### config.mk
export PLATFORM = sky130hd
export DESIGN_NAME = mips_selftest_seq
export DESIGN_NICKNAME = d
export VERILOG_FILES = /design/src/rtl/mips_selftest_pkg.sv /design/src/rtl/mips_selftest_expect.sv /design/src/rtl/mips_selftest_seq.sv
export SDC_FILE = /design/constraint.sdc
export NUM_CORES = 1
export LEC_CHECK = 0
export CORE_UTILIZATION = 40
export CTS_CLUSTER_DIAMETER = 40
export DETAILED_ROUTE_END_ITERATION = 6
export DONT_BUFFER_PORTS = 1
export GPL_TIMING_DRIVEN = 0
export MAX_ROUTING_LAYER = met4
export SETUP_SLACK_MARGIN = 0.4
export SLEW_MARGIN = 10
export SYNTH_ARGS = -nofsm -noshare
export SYNTH_HDL_FRONTEND = slang
export SYNTH_SLANG_ARGS = --single-unit
### constraint.sdc
create_clock -name clk -period 3.6 [get_ports clk]
set_input_delay 0.54 -clock clk [delete_from_list [all_inputs] [get_ports clk]]
set_output_delay 0.54 -clock clk [all_outputs]
set_load 0.01 [all_outputs]
### src/rtl/mips_selftest_pkg.sv
// Shared types for the MIPS self-test sequencer: FSM states, test-index width,
// and the expected signature-store pair.
package mips_selftest_pkg;
  localparam int TIDX_W = 4;

  typedef enum logic [1:0] {S_RST, S_RUN, S_EVAL, S_DONE} state_t;

  typedef struct packed {
    logic [31:0] adr;
    logic [31:0] data;
  } exp_pair_t;
endpackage

### src/rtl/mips_selftest_expect.sv
// Signature ROM: maps a test-program index to the (address, data) store that
// marks that program as having run to completion correctly.
module mips_selftest_expect
  import mips_selftest_pkg::*;
(
  input  logic [TIDX_W-1:0] idx,
  output exp_pair_t         pair
);
  always_comb begin
    pair = '0;
    case (idx)
      4'd0:  pair = '{adr: 32'h0000_0014, data: 32'h0000_0015};
      4'd1:  pair = '{adr: 32'h0000_0054, data: 32'h0000_0007};
      4'd2:  pair = '{adr: 32'h70f0_0ff0, data: 32'h0000_0002};
      4'd3:  pair = '{adr: 32'h8f0f_f010, data: 32'h0000_0002};
      4'd4:  pair = '{adr: 32'h0fff_fffc, data: 32'h0000_03f8};
      4'd5:  pair = '{adr: 32'h0000_002c, data: 32'h0000_0009};
      4'd6:  pair = '{adr: 32'h1263_ff00, data: 32'h0000_0000};
      4'd7:  pair = '{adr: 32'h0000_0014, data: 32'h5500_00ff};
      4'd8:  pair = '{adr: 32'h0000_0018, data: 32'h0000_001f};
      4'd9:  pair = '{adr: 32'h0000_000c, data: 32'h0000_000c};
      4'd10: pair = '{adr: 32'h0000_0000, data: 32'h0000_0004};
      4'd11: pair = '{adr: 32'h0000_0000, data: 32'h0000_0004};
      4'd12: pair = '{adr: 32'h0000_0000, data: 32'h0000_0dac};
      default: pair = '0;
    endcase
  end
endmodule

### src/rtl/mips_selftest_seq.sv
// On-chip regression sequencer: resets the core once per test program, watches
// its store bus for the program's signature, and tallies pass/fail per test.
module mips_selftest_seq
  import mips_selftest_pkg::*;
#(
  parameter int NUM_TESTS    = 13,
  parameter int RESET_CYCLES = 2,
  parameter int TEST_CYCLES  = 98,
  parameter int CNT_W        = 16
) (
  input  logic                 clk,
  input  logic                 reset,
  input  logic                 memwrite,
  input  logic [31:0]          dataadr,
  input  logic [31:0]          writedata,
  output logic                 cpu_reset,
  output logic [TIDX_W-1:0]    test_sel,
  output logic                 busy,
  output logic                 done,
  output logic [4:0]           pass_count,
  output logic [NUM_TESTS-1:0] fail_mask,
  output logic [CNT_W-1:0]     stray_writes
);
  localparam int CYC_MAX = (RESET_CYCLES > TEST_CYCLES) ? RESET_CYCLES : TEST_CYCLES;
  localparam int CYC_W   = $clog2(CYC_MAX + 1);
  localparam logic [CYC_W-1:0]  RST_LAST  = CYC_W'(RESET_CYCLES - 1);
  localparam logic [CYC_W-1:0]  RUN_LAST  = CYC_W'(TEST_CYCLES - 1);
  localparam logic [TIDX_W-1:0] LAST_TEST = TIDX_W'(NUM_TESTS - 1);

  state_t           state;
  logic [CYC_W-1:0] cyc;
  logic             hit;
  exp_pair_t        exp_pair;
  logic             wr_match;

  mips_selftest_expect u_expect (
    .idx  (test_sel),
    .pair (exp_pair)
  );

  // Unknown bus values evaluate false here, so they can never register a hit.
  assign wr_match = (dataadr == exp_pair.adr) && (writedata == exp_pair.data);

  always_ff @(posedge clk or posedge reset) begin
    if (reset) begin
      state        <= S_RST;
      cyc          <= '0;
      hit          <= 1'b0;
      cpu_reset    <= 1'b1;
      test_sel     <= '0;
      busy         <= 1'b0;
      done         <= 1'b0;
      pass_count   <= '0;
      fail_mask    <= '0;
      stray_writes <= '0;
    end else begin
      case (state)
        S_RST: begin
          busy      <= 1'b1;
          cpu_reset <= 1'b1;
          hit       <= 1'b0;
          if (cyc == RST_LAST) begin
            state     <= S_RUN;
            cyc       <= '0;
            cpu_reset <= 1'b0;
          end else begin
            cyc <= cyc + 1'b1;
          end
        end
        S_RUN: begin
          if (memwrite) begin
            if (wr_match)
              hit <= 1'b1;
            else if (stray_writes != '1)
              stray_writes <= stray_writes + 1'b1;
          end
          // A hit on the final window cycle lands in hit before EVAL reads it.
          if (cyc == RUN_LAST) begin
            state     <= S_EVAL;
            cyc       <= '0;
            cpu_reset <= 1'b1;
          end else begin
            cyc <= cyc + 1'b1;
          end
        end
        S_EVAL: begin
          if (hit)
            pass_count <= pass_count + 5'd1;
          else
            fail_mask <= fail_mask | (NUM_TESTS'(1) << test_sel);
          hit <= 1'b0;
          if (test_sel == LAST_TEST) begin
            state <= S_DONE;
            busy  <= 1'b0;
            done  <= 1'b1;
          end else begin
            test_sel <= test_sel + 1'b1;
            state    <= S_RST;
          end
        end
        S_DONE: begin
        end
        default: state <= S_RST;
      endcase
    end
  end
endmodule

==> run metrics, run 1 <==
status finished clean; Routed Antenna Nets 0; share of cells above drive strength 1 approximately an eighth; async set-reset flop share out of synthesis 100%; top-area cell type share of the netlist area 38.2%; largest net degree at the start of global routing 27; most frequent cells in the layout 48 x dfrtp_1, 28 x nand2_1, 28 x nor2_1, 16 x nor4_1, 16 x ha_1; CP max FO 10; vias 2683; Final Max Tran Viols 0; RR Startpoint test_sel[1]$_DFFE_PP0P_; clock sinks 51; Max clock buf depth 2; H-tree levels 2; vias in the first global route 2571; sequential fraction of the synthesis area 39.0%; detailed placer's ending HPWL 5.93 mm; Netlist Area Pre-Place 0.00328 mm2; cell taking the most area after synthesis dfrtp_1; worst hold slack 161 ps; WL/cell 16.8 um; worst skew pair latency 310 ps; initial antenna violation count 0; FP Rows 32; Total Routing Usage GR roughly a fifth; TritonCTS buffer count 5; Max-cap violations 0; hold crit path type primary input to asynchronous set/reset pin; Max transition margin about three fifths; die area about 0.0086 mm2; GPL Wtd Cong 0.843; Layout Utilization a little under half; min Tclk post-route 3030 ps; DP Area 0.00342 mm2; n_diodes 0; Clock transition at path regs 110 ps; Critical Path RT 3780 ps; drc violations 0; EDFF count, synth 0; Final Hold Violating Endpoints 0; Mapped Cells 355; Worst Setup SP test_sel[1]$_DFFE_PP0P_; Nets 449; P_leak 1.58 nW; commonest non-fill, non-tap cell in the layout dfrtp_1; Setup Viol. Count Final 0; YS warnings 0; hold buffers post-CTS 0; post-route setup TNS 0 ps; Crit path largest cell delay just under 500 ps; fin area ~0.0036 mm2; I/O Buffers 0; global-route wire length before repair 12.8 mm; Core Box Area 0.00781 mm2; DRT Wirelength 7.88 mm; Max Freq 330 MHz; GRT overflow 0; Root Buffer clkbuf_8; Pre-Repair DR Iteration Count 4; Worst Setup Start Kind flip-flop; reg2reg path depth 11; CP arrival 3210 ps; Slew @ Worst Pin 573 ps; Avg Cell Area, Syn a little over 9 um2; crit share post-route 84.2%; #FFs+latches synth 51; Worst path slowest cell dfrtp_2; DR iter-0 viols approximately 100; Die X between 90 and 100 um; CTS tree done; Netlist cell types 62; VDD IR max 203 uV; clock skew 12.1 ps; R2R Path End stray_writes[15]$_DFFE_PP0P_; Synth area leaders dfrtp_1 38%, ha_1 6.1%, xnor2_1 4.0%, xor2_1 3.7%, nand2_1 3.2%; die height 92.5 um; vias per cell ~5.7; Initial Util 42.0%; ys flop type dfrtp_1; worst setup path class flip-flop to flip-flop; Area Overhead vs Synth 8.98%; Power Density 340 mW/mm2; boundary pin count 108; syn nets 438; Critical Path, Cell by Cell inv_1 -> ha_1 -> buf_4 -> nand3b_1 -> a32o_1 -> or4_1 -> nor4_4 -> and3_4 -> buf_6 -> nor4_1 -> xor2_1; Reg2Reg Setup Slack 570 ps; crit end category flip-flop; RSZ-0062 raised after global routing false
metal layers:
metal	track usage (%)	share of wire, %	vias up	routed length (um)
met5	-	0	-	0
met1	24.0	42	1274	3340
met4	4.43	0.99	0	78
met2	31.9	49	87	3870
met3	4.60	7.5	8	588
li1	-	-	1314	-
kinds of logic after synthesis:
logic type / synth area share [%]
DFF: 39.0
AOI/OAI and AO/OA: 15.0
xor gates and xnor gates: 7.75
adders and majority gates: 6.11
and+or+nand+nor: 24.6
buffers and inverters: 4.20
muxes: 3.32
cell type report:
class                      count  area, um2
timing repair buffer           4       36.3
clock buffer                   5       68.8
fill                         793       4240
multi-input combinational    273       1870
buffer                        17       88.8
clock inverter                 3       46.3
inverter                      14       52.6
sequential                    51       1280
tap                          102        128
synth_stat cells, drive strengths merged (3+ instances only):
| library cell | number |
|---|---|
| nand2 | 28 |
| or2 | 3 |
| inv | 14 |
| buf | 11 |
| or4b | 3 |
| xor2 | 14 |
| nand4 | 14 |
| nor2 | 29 |
| nor2b | 6 |
| dfrtp | 50 |
| clkbuf | 6 |
| o21ai | 14 |
| a21o | 7 |
| and3 | 5 |
| a211oi | 3 |
| a31oi | 3 |
| nor3 | 6 |
| mux2 | 4 |
| nand2b | 8 |
| a31o | 7 |
| a21oi | 15 |
| nand3 | 8 |
| or3 | 6 |
| mux2i | 6 |
| o22ai | 3 |
| nor4 | 17 |
| ha | 16 |
| xnor2 | 15 |
| or4 | 6 |
sequential cells by signal, summed over array words and instances (netlist names):
register      cells
hit               1
cyc               7
fail_mask        13
done              1
pass_count        5
test_sel          4
state             2
cpu_reset         1
busy              1
stray_writes     16
critical path, delay by kind of cell, from the launching register on:
family                     cells  cell delay (ps)
adders and majority gates      1              220
buffers and inverters          3              500
xor gates and xnor gates       1              150
AOI/OAI and AO/OA              1              260
and+or+nand+nor                5             1280
DFF                            1              490
power by group:
| part | internal, mW | total, mW | switching, mW |
|---|---|---|---|
| clock network | 0.210 | 0.413 | 0.203 |
| logic | 0.0610 | 0.125 | 0.0645 |
| registers | 0.608 | 0.676 | 0.0680 |
| total | 0.879 | 1.21 | 0.336 |
worst max path at each step:
stage | endpoint | depth (start not counted)
3_3_place_gp | stray_writes[11]$_DFFE_PP0P_ | 12
6_report | stray_writes[15]$_DFFE_PP0P_ | 11
3_5_place_dp | stray_writes[15]$_DFFE_PP0P_ | 12
5_1_grt | stray_writes[7]$_DFFE_PP0P_ | 11
2_1_floorplan | stray_writes[1]$_DFFE_PP0P_ | 11
4_1_cts | stray_writes[15]$_DFFE_PP0P_ | 12
metrics by stage:
step	cells	power, mW	worst slack (ps)
6_report	469	1.21	570
5_1_grt	469	1.28	414
4_1_cts	467	1.23	414
3_3_place_gp	457	0.807	137
2_1_floorplan	355	0.775	694
3_5_place_dp	458	0.815	122
repair_timing:
| action | CTS | global route |
|---|---|---|
| pin swaps | 0 | 1 |
| buffers inserted | 1 | 2 |
| resized for setup | 4 | 5 |
| setup endpoints to repair | 17 | 11 |
| gates cloned | 0 | 0 |
| hold endpoints to repair | 0 | 0 |
Power figures use the tool's default switching activity.
==> run 2, diff against run 1 <==
- clock period: 3.6 -> 2.8 ns (I/O delays scaled with it)
==> run metrics, run 2 (synthesized netlist as in run 1, its figures left out) <==
DR iter-0 viols 101; WL/cell around 17 um; largest net degree at the start of global routing 32; vias in the first global route 2731; crit share post-route 104%; vias per cell 5.75; worst hold slack 3.36 ps; failing checks negative setup slack; Clock transition at path regs around 100 ps; n_diodes 0; clock skew 11.4 ps; Worst Setup Start Kind flip-flop; min Tclk post-route 2910 ps; Post-Place Cells 458; Regs by FF count stray_writes (16), fail_mask (13), cyc (7); TritonCTS buffer count 5; Critical Path RT about 3000 ps; CTS tree done; hold crit path type primary input to asynchronous set/reset pin; hold buffers post-CTS 0; boundary pin count 108; worst setup path class flip-flop to flip-flop; Initial Util a little over two fifths; die area 0.00856 mm2; Max Freq roughly 340 MHz; Nets 459; Final Hold Violating Endpoints 0; CP arrival 3080 ps; commonest non-fill, non-tap cell in the layout dfrtp_1; initial antenna violation count 0; Area Overhead vs Synth 15.6%; VDD IR max 254 uV; Pre-Repair DR Iteration Count 4; drc violations 0; status finished, violations left; GRT overflow 0; Top reg by flops stray_writes; Power Density 389 mW/mm2; Final Max Tran Viols 0; Max clock buf depth 2; Max transition margin between 60% and 70%; Die X 92.5 um; crit end category flip-flop; global-route wire length before repair 13.2 mm; H-tree levels 2; most frequent cells in the layout 47 x dfrtp_1, 27 x nand2_1, 27 x nor2_1, 15 x xnor2_1; Total Routing Usage GR 20.1%; Root Buffer clkbuf_8; worst skew pair latency 300 ps; Slew @ Worst Pin between 400 and 500 ps; Max-cap violations 0; I/O Buffers 0; vias 2753; Routed Antenna Nets 0; worst setup margin -112 ps; total power 1.47 mW; clock sinks 51; DRT Wirelength 7.94 mm; fill count 787; P_leak 1.64 nW; Setup Viol. Count Final 14; die height 92.5 um; Core Box Area 0.00781 mm2; share of cells above drive strength 1 21.0%; RSZ-0062 raised after global routing true; FP Rows 32; CP max FO 7; fin cells approximately 480; Largest register FFs 16; detailed placer's ending HPWL just under 6 mm; GPL Wtd Cong 0.801
[run 2: per-stage QoR]
stage                     area, um2  setup TNS, ps  util (%)  setup slack (ps)
after floorplan                3310              0         -               154
after global placement         3440          -3020      44.1              -259
after global routing           3790          -3070      48.5              -228
final                          3790          -1230      48.5              -112
after CTS                      3730           -987      47.7             -86.8
after detailed placement       3460          -3060      44.3              -264
[run 2: cell type report]
cell class	count	area [um2]	area share [%]
sequential	51	1280	33.8
multi-input combinational	273	1990	52.5
buffer	17	118	3.11
tap	102	128	3.37
timing repair buffer	14	118	3.11
clock inverter	3	25.0	0.661
inverter	14	58.8	1.55
clock buffer	5	68.8	1.82
[run 2: layer usage]
layer / part of all wire (%) / GRT usage [%] / routed length (um) / vias to the layer above
met1: 42 / 24.3 / 3370 / 1313
met2: 50 / 34.3 / 3940 / 96
met3: 7.1 / 4.19 / 562 / 8
li1: - / - / - / 1336
met5: 0 / - / 0 / -
met4: 0.76 / 4.56 / 60 / 0
[run 2: repair_timing]
item | CTS | global route
gates resized for setup | 27 | 7
cloned | 1 | 0
setup buffers | 9 | 3
endpoints found under the setup margin | 17 | 19
pin swaps | 7 | 3
[run 2: worst paths after layout]
kind / start / endpoint / slack (ps) / cells after the start
max in group asynchronous: reset / cpu_reset$_DFFE_PP1P_ / 2220 / 2
min in group clk: cyc[4]$_DFFE_PP0P_ / cyc[4]$_DFFE_PP0P_ / 530 / 1
worst max register to register: test_sel[0]$_DFFE_PP0P_ / stray_writes[11]$_DFFE_PP0P_ / -110 / 12
worst max-delay path: test_sel[0]$_DFFE_PP0P_ / stray_writes[11]$_DFFE_PP0P_ / -110 / 12
worst min-delay path: reset / test_sel[1]$_DFFE_PP0P_ / 3 / 1
worst min register to register: cyc[4]$_DFFE_PP0P_ / cyc[4]$_DFFE_PP0P_ / 530 / 1
[run 2: worst max-delay path, cell delays in order, from the launching register on]
cell and delay, ps:
dfrtp_2 500, inv_4 80, ha_4 160, buf_8 120
nand2b_4 60, a21oi_2 50, or4_1 400, a2111o_1 410
nor4_4 330, and3_4 310, buf_6 140, nor4_1 60
xor2_1 150
[run 2: power breakdown]
group	total [mW]	internal [mW]	switching (mW)
logic	0.167	0.0820	0.0854
clock network	0.434	0.179	0.254
registers	0.870	0.782	0.0882
==> run 3, diff against run 2 <==
- CORE_UTILIZATION: 40 -> 50
==> run metrics, run 3 (synthesized netlist as in run 1, its figures left out) <==
clock share of power 37.5%; worst skew pair latency 310 ps; CTS tree done; fin cells 454; Area Overhead vs Synth 16.5%; Initial Util 51.6%; Largest register FFs 16; clock sinks 51; Reg power frac 51.9%; Max-cap violations 0; worst setup path class flip-flop to flip-flop; clock skew 15.5 ps; Total Routing Usage GR between 20% and 30%; fin area 0.00381 mm2; share of cells above drive strength 1 21.5%; Setup Viol. Count Final 11; n_diodes 0; VDD IR max between 400 and 500 uV; detailed placer's ending HPWL 5.78 mm; commonest non-fill, non-tap cell in the layout dfrtp_1; Switching Share a little over a quarter; Routed Antenna Nets 0; Psw about 0.44 mW; boundary pin count 108; cell internal pwr between 1 and 1.5 mW; Max Freq 348 MHz; vias in the first global route 2810; Root Buffer clkbuf_8; vias roughly 2700; Final Max Tran Viols 0; fill count between 500 and 600; RR Startpoint test_sel[0]$_DFFE_PP0P_; H-tree levels 2; DRT Wirelength 7.81 mm; Core Box Area between 0.006 and 0.007 mm2; WL/cell 17.2 um; GRT overflow 0; initial antenna violation count 0; die height 82.9 um; drc violations 0; Slew @ Worst Pin about 540 ps; crit share post-route 103%; total power ~1.7 mW; Top reg by flops stray_writes; Clock transition at path regs 100 ps; crit end category flip-flop; post-route setup TNS -670 ps; Pre-Repair DR Iteration Count 4; hold buffers post-CTS 0; failing checks negative setup slack; reg2reg path depth 11; Critical Path RT 2990 ps; TritonCTS buffer count 5; most frequent cells in the layout 48 x dfrtp_1, 28 x nor2_1, 27 x nand2_1; R2R Path End stray_writes[1]$_DFFE_PP0P_; Die X between 80 and 90 um; Nets about 460; worst setup margin -77.0 ps; Power Density 438 mW/mm2; DP Area around 0.0034 mm2; min Tclk post-route 2880 ps; CP max FO 7; Max transition margin about 64%; Reg2Reg Setup Slack -80 ps; CP arrival 3070 ps; hold crit path type primary input to asynchronous set/reset pin; part of the power in combinational logic 10.5%; largest net degree at the start of global routing 28; status finished, violations left; vias per cell about 6.0; Regs by FF count stray_writes (16), fail_mask (13), cyc (7); Post-Place Cells 433; P_leak between 1.5 and 2 nW; Max clock buf depth 2; global-route wire length before repair ~13 mm; I/O Buffers 0; DR iter-0 viols 107; RSZ-0062 raised after global routing true; Worst Setup Start Kind flip-flop; FP Rows 29; GPL Wtd Cong 0.815; Final Hold Violating Endpoints 0; die area 0.00688 mm2
## run 3: area by class of cell
type	instances	area, um2	area share (%)
multi-input combinational	273	2000	52.5
sequential	51	1280	33.6
timing repair buffer	14	118	3.08
buffer	17	118	3.08
tap	77	96.3	2.53
clock inverter	3	71.3	1.87
clock buffer	5	68.8	1.80
inverter	14	58.8	1.54
## run 3: how the worst max path moves through the flow
| stage | start | end | slack (ps) | depth (start not counted) |
|---|---|---|---|---|
| CTS | test_sel[0]$_DFFE_PP0P_ | stray_writes[1]$_DFFE_PP0P_ | -60 | 11 |
| floorplan | test_sel[0]$_DFFE_PP0P_ | stray_writes[1]$_DFFE_PP0P_ | 150 | 10 |
| detailed placement | test_sel[0]$_DFFE_PP0P_ | stray_writes[13]$_DFFE_PP0P_ | -240 | 11 |
| global placement | test_sel[0]$_DFFE_PP0P_ | stray_writes[5]$_DFFE_PP0P_ | -270 | 12 |
| global route | test_sel[0]$_DFFE_PP0P_ | stray_writes[13]$_DFFE_PP0P_ | -190 | 12 |
| finish | test_sel[0]$_DFFE_PP0P_ | stray_writes[1]$_DFFE_PP0P_ | -80 | 11 |
## run 3: timing repair
| action | 4_1_cts | 5_1_grt |
|---|---|---|
| endpoints found under the hold margin | 0 | 0 |
| buffers inserted | 12 | 0 |
| pin swaps | 6 | 3 |
| setup endpoints to repair | 17 | 19 |
| resized for setup | 26 | 12 |
| gates cloned | 1 | 0 |
## run 3: power by group through the flow
stage / Combinational (mW) / Clock (mW) / Sequential, mW
5_1_grt: 0.200 / 0.664 / 0.877
4_1_cts: 0.176 / 0.646 / 0.869
3_5_place_dp: 0.166 / 0 / 0.878
2_1_floorplan: 0.130 / 0 / 0.866
3_3_place_gp: 0.158 / 0 / 0.879
6_report: 0.176 / 0.627 / 0.868
## run 3: layer usage
| layer | vias up | wire, um | part of all wire (%) | GRT usage [%] |
|---|---|---|---|---|
| met5 | - | 0 | 0 | - |
| met4 | 0 | 87 | 1.1 | 7.21 |
| met3 | 9 | 391 | 5.0 | 5.27 |
| met2 | 70 | 3940 | 51 | 40.5 |
| met1 | 1332 | 3380 | 43 | 29.6 |
| li1 | 1330 | - | - | - |
## run 3: worst max-delay path: stages, from the launching register on
cell and delay (ps):
dfrtp_2 500, inv_4 80, ha_4 170, buf_8 120
nand2b_4 60, a21oi_2 50, or4_1 400, a2111o_1 410
nor4_4 330, and3_4 290, nor2_2 60, mux2_4 300
## run 3: through the flow
step | utilization [%] | hold slack, ps | worst slack, ps
2_1_floorplan | - | 478 | 154
3_3_place_gp | 53.7 | 506 | -271
3_5_place_dp | 54.0 | 388 | -241
4_1_cts | 59.0 | 34.3 | -55.6
5_1_grt | 60.1 | 69.6 | -191
6_report | 60.1 | 25.1 | -77.0
